### src/rtl/sync_frame_tx.sv
// sync_frame_tx: bit-serial frame transmitter. Each accepted payload word is
// sent as a SYNC_W-bit sync header followed by DATA_W payload bits, MSB first,
// one bit per clock, then a single idle gap bit. Words arrive over a
// valid/ready handshake that is open in IDLE and in the gap cycle.
module sync_frame_tx #(
  parameter int unsigned       DATA_W = 8,
  parameter int unsigned       SYNC_W = 5,
  parameter logic [SYNC_W-1:0] SYNC   = 5'b11011
) (
  input  logic              clk,
  input  logic              rst,
  input  logic              in_valid,
  input  logic [DATA_W-1:0] in_data,
  output logic              in_ready,
  output logic              n,
  output logic              busy,
  output logic              tx_done
);

  // One counter serves both phases, so it is sized for the longer of the two.
  localparam int unsigned CNT_MAX = (SYNC_W > DATA_W) ? SYNC_W - 1 : DATA_W - 1;
  localparam int unsigned CNT_W   = (CNT_MAX < 1) ? 1 : $clog2(CNT_MAX + 1);

  localparam logic [CNT_W-1:0] SYNC_LAST = CNT_W'(SYNC_W - 1);
  localparam logic [CNT_W-1:0] DATA_LAST = CNT_W'(DATA_W - 1);

  typedef enum logic [1:0] {
    ST_IDLE,
    ST_SYNC,
    ST_DATA,
    ST_GAP
  } state_e;

  state_e              state_q, state_d;
  logic [CNT_W-1:0]    cnt_q, cnt_d;
  logic [DATA_W-1:0]   shift_q, shift_d;
  logic                n_q, n_d;
  logic                hs;
  logic [SYNC_W-1:0]   sync_sel;

  // State register with asynchronous active-low reset.
  always_ff @(posedge clk or negedge rst) begin
    if (!rst) begin
      state_q <= ST_IDLE;
    end else begin
      state_q <= state_d;
    end
  end

  // Next-state logic: walk IDLE -> SYNC -> DATA -> GAP, re-entering SYNC
  // directly from GAP when a new word is handed over.
  always_comb begin
    state_d = state_q;
    case (state_q)
      ST_IDLE: begin
        if (hs) state_d = ST_SYNC;
      end
      ST_SYNC: begin
        if (cnt_q == SYNC_LAST) state_d = ST_DATA;
      end
      ST_DATA: begin
        if (cnt_q == DATA_LAST) state_d = ST_GAP;
      end
      ST_GAP: begin
        state_d = hs ? ST_SYNC : ST_IDLE;
      end
      default: state_d = ST_IDLE;
    endcase
  end

  // Output decode from the current state; the handshake is only open in
  // IDLE and GAP, so in_valid anywhere else is ignored.
  always_comb begin
    in_ready = (state_q == ST_IDLE) || (state_q == ST_GAP);
    busy     = (state_q == ST_SYNC) || (state_q == ST_DATA);
    tx_done  = (state_q == ST_GAP);
    hs       = in_valid && in_ready;
    n        = n_q;
  end

  // Datapath next values: bit counter and payload shift register.
  always_comb begin
    cnt_d   = cnt_q;
    shift_d = shift_q;
    case (state_q)
      ST_IDLE: begin
        if (hs) begin
          shift_d = in_data;
          cnt_d   = '0;
        end
      end
      ST_SYNC: begin
        cnt_d = (cnt_q == SYNC_LAST) ? '0 : cnt_q + 1'b1;
      end
      ST_DATA: begin
        shift_d = shift_q << 1;
        cnt_d   = (cnt_q == DATA_LAST) ? '0 : cnt_q + 1'b1;
      end
      ST_GAP: begin
        cnt_d = '0;
        if (hs) shift_d = in_data;
      end
      default: begin
        cnt_d   = '0;
        shift_d = '0;
      end
    endcase
  end

  // Serial line next value. The line is a flop, so the bit is chosen from the
  // next state/counter/shift values; the registered n then lines up with the
  // state it belongs to, one cycle after the handshake edge.
  always_comb begin
    sync_sel = SYNC << cnt_d;
    case (state_d)
      ST_SYNC: n_d = sync_sel[SYNC_W-1];
      ST_DATA: n_d = shift_d[DATA_W-1];
      default: n_d = 1'b0;
    endcase
  end

  // Datapath registers and the serial output flop.
  always_ff @(posedge clk or negedge rst) begin
    if (!rst) begin
      cnt_q   <= '0;
      shift_q <= '0;
      n_q     <= 1'b0;
    end else begin
      cnt_q   <= cnt_d;
      shift_q <= shift_d;
      n_q     <= n_d;
    end
  end

endmodule

### config.mk
export PLATFORM = sky130hd
export DESIGN_NAME = sync_frame_tx
export DESIGN_NICKNAME = d
export VERILOG_FILES = /design/src/rtl/sync_frame_tx.sv
export SDC_FILE = /design/constraint.sdc
export NUM_CORES = 1
export LEC_CHECK = 0
export ABC_AREA = 1
export BUFFER_PORTS_ARGS = -buffer_cell sky130_fd_sc_hd__buf_2
export CAP_MARGIN = 20
export CORE_MARGIN = 5
export CORE_UTILIZATION = 58
export DETAILED_ROUTE_END_ITERATION = 10
export PLACE_DENSITY = 0.82
export SLEW_MARGIN = 10
export SYNTH_ARGS = -nofsm -noshare
export SYNTH_HDL_FRONTEND = slang
export SYNTH_SLANG_ARGS = --single-unit
### constraint.sdc
create_clock -name clk -period 5.23 [get_ports clk]
set_input_delay 1.046 -clock clk [delete_from_list [all_inputs] [get_ports clk]]
set_output_delay 1.046 -clock clk [all_outputs]
set_load 0.1 [all_outputs]
==> impl_metrics.toml, run 1 <==
[routing]
drcViolationCount = 0
firstDrtPassIters = 4
detail-route-antenna-nets = 0
wl_per_cell_um = 12.9
drt_wl_total_mm = 1.83
drt-vias-per-instance = 5.28
vias = 750
drt_iter0_drc = 15

[synth]
synth-main-ff-cell = "dfrtp_1"
ys_async_sr_fraction_pct = 100
yosysTopAreaCellShare_pct = 39.8
ys_types = 20
yosysWarnings = 0
synth-edff-count = 0
synth_area_leader_cell = "dfrtp_1"
yosysSeqAreaShare_pct = 39.8
synth_nets = 131
synth_cells = 111
yosys-top-cells-count = "nand2_1, inv_1, o21ai_0, dfrtp_1, nand3_1"
ys_top_cells_by_area = "dfrtp_1, ha_1, nand2_1"
ys_seq_elements = 14
avgSynthCellArea_um2 = 7.94
synthesis.area_um2 = 881
synth_most_common_cell = "nand2_1"

[sta]
slew_viol_final = 0
finalSetupViolCount = 0
rsz0062_at_grt = "false"
hold_violations = 0
fin_worst_skew_ns = 0.00398
min_period_ns = 2.76
setup_tns_ns = 0
maxSlewHeadroom_pct = 67.6
tightest_slew_ns = 0.490
max_freq_mhz = 362
finalCritPeriodShare_pct = 52.8

[clock_tree]
post_cts_resized = 0
cts_hold_buf = 0
cts_tree = "built"
cts_root_buffer = "clkbuf_4"
cts_buffer_depth = 2
post_cts_buffers = 0
h-tree-depth = 1
cts-buffers-inserted = 3
clock_sinks = 14
clk_latency_ns = 0.29
path_clk_slew_ns = 0.09

[finish]
antenna_cells = 0
drive_gt1_share_pct = 20.6
n_fill_cell = 127
final_nets = 147
area_growth_pct = 11.6
post-route-util_pct = 66.8

[job]
cap_violations = 0

[floorplanning]
die_y_um = 49.0
core-area_um2 = 1470
rows = 14
initial_core_util_pct = 59.9
io_pins = 15
die-area_um2 = 2400
die_w_um = 49.0

[critical_path]
critPathMaxFanout = 4
end_kind = "output pin"
arrival_ns = 1.71
worstSetupPathType = "reg -> out"
startpoint_type = "register"
crit_required_ns = 4.18

[global_routing]
grt_usage_pct = 16.2
grt_pass1_wl_mm = 3.15
grt_pass1_vias = 736
grt_use_met2_pct = 28.7
antenna_found_initial = 0
grt_max_degree = 15
grt_overflow = 0
grt-busiest-layer = "met2"
grt.met1_usage_pct = 18.3
grtUsageMet3_pct = 3.67

[power]
ir_drop_mv = 0.279
power_density_nw_per_um2 = 543
leakage_nw = 0.541

[placement]
io_buffers = 14
hpwl_mm = 1.32
gp_congestion = 0.797

[worst_hold_path]
hold_path.class = "reg -> reg"

[status]
status = "finished, final reports clean"
-- state kept, by name, indices dropped and copies added (netlist names) --
signal   cells
cnt_q        3
n            1
state_q      2
shift_q      8
-- layer usage --
metal,wire length (um),vias to the layer above
li1,-,381
met1,742,343
met2,944,21
met3,110,5
met4,34,0
met5,0,-
-- final timing paths --
check | startpoint | end | slack, ns | cells past startpoint
max | state_q[1]$_DFF_PN0_ | in_ready | 2.47 | 4
min | shift_q[7]$_DFF_PN0_ | shift_q[7]$_DFF_PN0_ | 0.50 | 2
max reg2reg | state_q[1]$_DFF_PN0_ | n$_DFF_PN0_ | 3.19 | 13
min reg2reg | shift_q[7]$_DFF_PN0_ | shift_q[7]$_DFF_PN0_ | 0.50 | 2
max in group asynchronous | rst | cnt_q[0]$_DFF_PN0_ | 4.35 | 1
min in group asynchronous | rst | shift_q[2]$_DFFE_PN0P_ | 0.64 | 1
-- layout make-up --
type                            instances  area, um^2  share of cell area [%]
Multi-Input combinational cell         71         420                    42.7
Sequential cell                        14         350                    35.6
Inverter                               23        86.3                    8.78
Timing Repair Buffer                   14        70.1                    7.12
Clock buffer                            4        36.3                    3.69
Tap cell                               16        20.0                    2.04
-- critical path, stage by stage (launching register included) --
cell and delay [ns]:
dfrtp_1 0.42, inv_1 0.10, ha_1 0.31, inv_1 0.14, buf_2 0.45
-- kinds of logic (layout without fill, tap and decap cells) --
group | Yosys count | count (layout) | share of synthesized area, %
adder cells (fa/ha/maj) | 9 | 9 | 12.8
AO/OA/AOI/OAI | 21 | 21 | 14.2
buffers and inverters | 26 | 41 | 12.5
flip-flops | 14 | 14 | 39.8
AND/OR/NAND/NOR | 41 | 41 | 20.7
-- through the flow --
step / total power (W) / cell area, um^2 / hold slack, ns / std cells / setup WS [ns]
2_1_floorplan: 0.000401 / 881 / 0.459 / 111 / 2.07
3_3_place_gp: 0.000443 / 947 / 0.474 / 138 / 2.86
3_5_place_dp: 0.000453 / 947 / 0.482 / 138 / 2.82
4_1_cts: 0.000536 / 983 / 0.507 / 142 / 2.48
5_1_grt: 0.000574 / 983 / 0.542 / 142 / 2.40
6_report: 0.000534 / 983 / 0.498 / 142 / 2.47
-- placed cells by master, fill, tap and decap left out, drive strengths merged --
cell type / instances
buf: 14
nor2: 2
a21oi: 1
a31oi: 1
nand3: 13
inv: 22
ha: 9
dfrtp: 14
o22ai: 1
a32oi: 1
clkbuf: 4
o21ai: 17
nand2: 26
clkinv: 1
-- report_power, final --
part	switching [W]	leakage (nW)	internal (W)
sequential	0.0000180	0.187	0.000144
clock	0.0000365	0.0210	0.0000424
combinational	0.000222	0.333	0.0000708
Note: power is estimated with default switching activity, not from simulation.
==> run 2, diff against run 1 <==
- CORE_UTILIZATION: 58 -> 53
- PLACE_DENSITY: 0.82 -> 0.76
- clock period: 5.23 -> 2.6 ns (I/O delays scaled with it)
==> impl_metrics.toml, run 2 (synthesized netlist as in run 1, its figures left out) <==
[status]
status = "finished, final reports clean"

[critical_path]
worst-path-buf-inv = 3
path_delay_family = "buffers and inverters"
arrival_ns = 1.61
r2r_start = "state_q[1]$_DFF_PN0_"
worstSetupPathType = "reg -> out"
critical_path.startpoint = "state_q[1]$_DFF_PN0_"
end_kind = "output pin"
worst_path_largest_cell_delay_ns = 0.43
startpoint_type = "register"
slowest_stage = "dfrtp_1"
crit_required_ns = 2.08
critPathMaxFanout = 4
path_cells = "inv_1 -> ha_4 -> clkinvlp_4 -> buf_2"

[power]
intPower_w = 0.000506
p_switching_w = 0.000552
clkPwrFrac_pct = 11.6
swShare_pct = 52.1
leakage_nw = 0.530
ir_drop_mv = 0.710
power_density_nw_per_um2 = 1070
combPwrFrac_pct = 57.5
seqPwrFrac_pct = 30.9

[clock_tree]
post_cts_resized = 0
cts_buffer_depth = 2
cts-buffers-inserted = 3
cts_hold_buf = 0
cts_tree = "built"
cts_root_buffer = "clkbuf_4"
post_cts_buffers = 0
clk_latency_ns = 0.28
clock_sinks = 14
path_clk_slew_ns = 0.09
h-tree-depth = 1

[floorplanning]
io_pins = 15
initial_core_util_pct = 57.1
die_y_um = 50.8
rows = 14
core-area_um2 = 1540
die_w_um = 50.8
die-area_um2 = 2580

[finish]
reg_top3 = "shift_q (8), cnt_q (3), state_q (2)"
area_growth_pct = 11.9
regArea_um2 = 350
final_nets = 147
drive_gt1_share_pct = 21.6
layout_common_cells = "nand2_1, inv_1, o21ai_0"
largest_reg_flops = 8
final_cell_area_um2 = 986
largest-register = "shift_q"
antenna_cells = 0
final_common_cell = "nand2_1"
n_fill_cell = 144
multi_input_area_um2 = 433

[placement]
gp_congestion = 0.792
placed_area_um2 = 963
hpwl_mm = 1.39
io_buffers = 14

[worst_hold_path]
hold_path.class = "in -> async"

[routing]
drt-vias-per-instance = 5.30
detail-route-antenna-nets = 0
wl_per_cell_um = 12.5
firstDrtPassIters = 5
drcViolationCount = 0
drt_iter0_drc = 17
drt_wl_total_mm = 1.77
vias = 748

[sta]
slew_viol_final = 0
max_freq_mhz = 470
hold_violations = 0
tightest_slew_ns = 0.492
setup_tns_ns = 0
maxSlewHeadroom_pct = 67.5
finalSetupViolCount = 0
min_period_ns = 2.13
finalCritPeriodShare_pct = 81.8
fin_worst_skew_ns = 0.00677
rsz0062_at_grt = "false"

[global_routing]
grt_max_degree = 15
grt_overflow = 0
grt_pass1_vias = 726
grt_usage_pct = 16.0
antenna_found_initial = 0
grt_pass1_wl_mm = 3.20

[job]
cap_violations = 0
## run 2: cell count changes in the layout (fill, tap and decap cells not counted)
cell / before / now
ha_1: 9 / 8
clkinvlp_4: 0 / 1
inv_1: 20 / 19
ha_4: 0 / 1
clkbuf_8: 1 / 0
## run 2: layout make-up
| cell class | count | area share [%] |
|---|---|---|
| multi-input combinational | 71 | 43.9 |
| sequential | 14 | 35.5 |
| inverter | 23 | 9.14 |
| timing repair buffer | 14 | 7.11 |
| clock buffer | 3 | 2.28 |
| tap | 16 | 2.03 |
## run 2: worst paths after layout
kind	end	slack, ns	cells past startpoint
min	shift_q[1]$_DFFE_PN0P_	0.12	1
max reg2reg	n$_DFF_PN0_	0.59	13
min reg2reg	shift_q[7]$_DFF_PN0_	0.52	2
min in group clk	shift_q[0]$_DFFE_PN0P_	0.45	3
max in group asynchronous	state_q[1]$_DFF_PN0_	2.23	1
max	in_ready	0.47	4
## run 2: per-layer routing
layer / up-vias / GRT usage [%] / share of wire [%]
met5: - / 0 / 0
met2: 22 / 24.6 / 47
met4: 0 / 5.11 / 1.5
met3: 4 / 4.14 / 5.8
li1: 382 / - / -
met1: 340 / 21.8 / 46
## run 2: through the flow
step                cells  setup WS (ns)  hold WS [ns]  power [W]  util, %
finish                141          0.472         0.120    0.00106     64.0
global route          141          0.408         0.138    0.00116     64.0
CTS                   141          0.478         0.132    0.00107     64.0
detailed placement    138          0.616         0.437   0.000944     62.5
global placement      138          0.726         0.431   0.000927     62.5
floorplan             111        0.00194         0.224   0.000837        -
## run 2: worst register-to-register path, cell delays in order, from the launching register on
cell	delay [ns]
dfrtp_1	0.41
inv_1	0.11
ha_4	0.30
clkinvlp_4	0.12
nand2_4	0.13
inv_2	0.09
o21ai_1	0.08
inv_1	0.06
a31oi_1	0.13
nand2_1	0.11
inv_1	0.07
ha_1	0.16
nand2_2	0.06
a21oi_2	0.12
## run 2: power groups by stage
stage / Clock, W / Combinational [W] / Sequential, W
after global placement: 0 / 0.000597 / 0.000330
final: 0.000122 / 0.000608 / 0.000327
after floorplan: 0 / 0.000481 / 0.000355
after CTS: 0.000124 / 0.000613 / 0.000328
after global routing: 0.000139 / 0.000681 / 0.000340
after detailed placement: 0 / 0.000612 / 0.000332
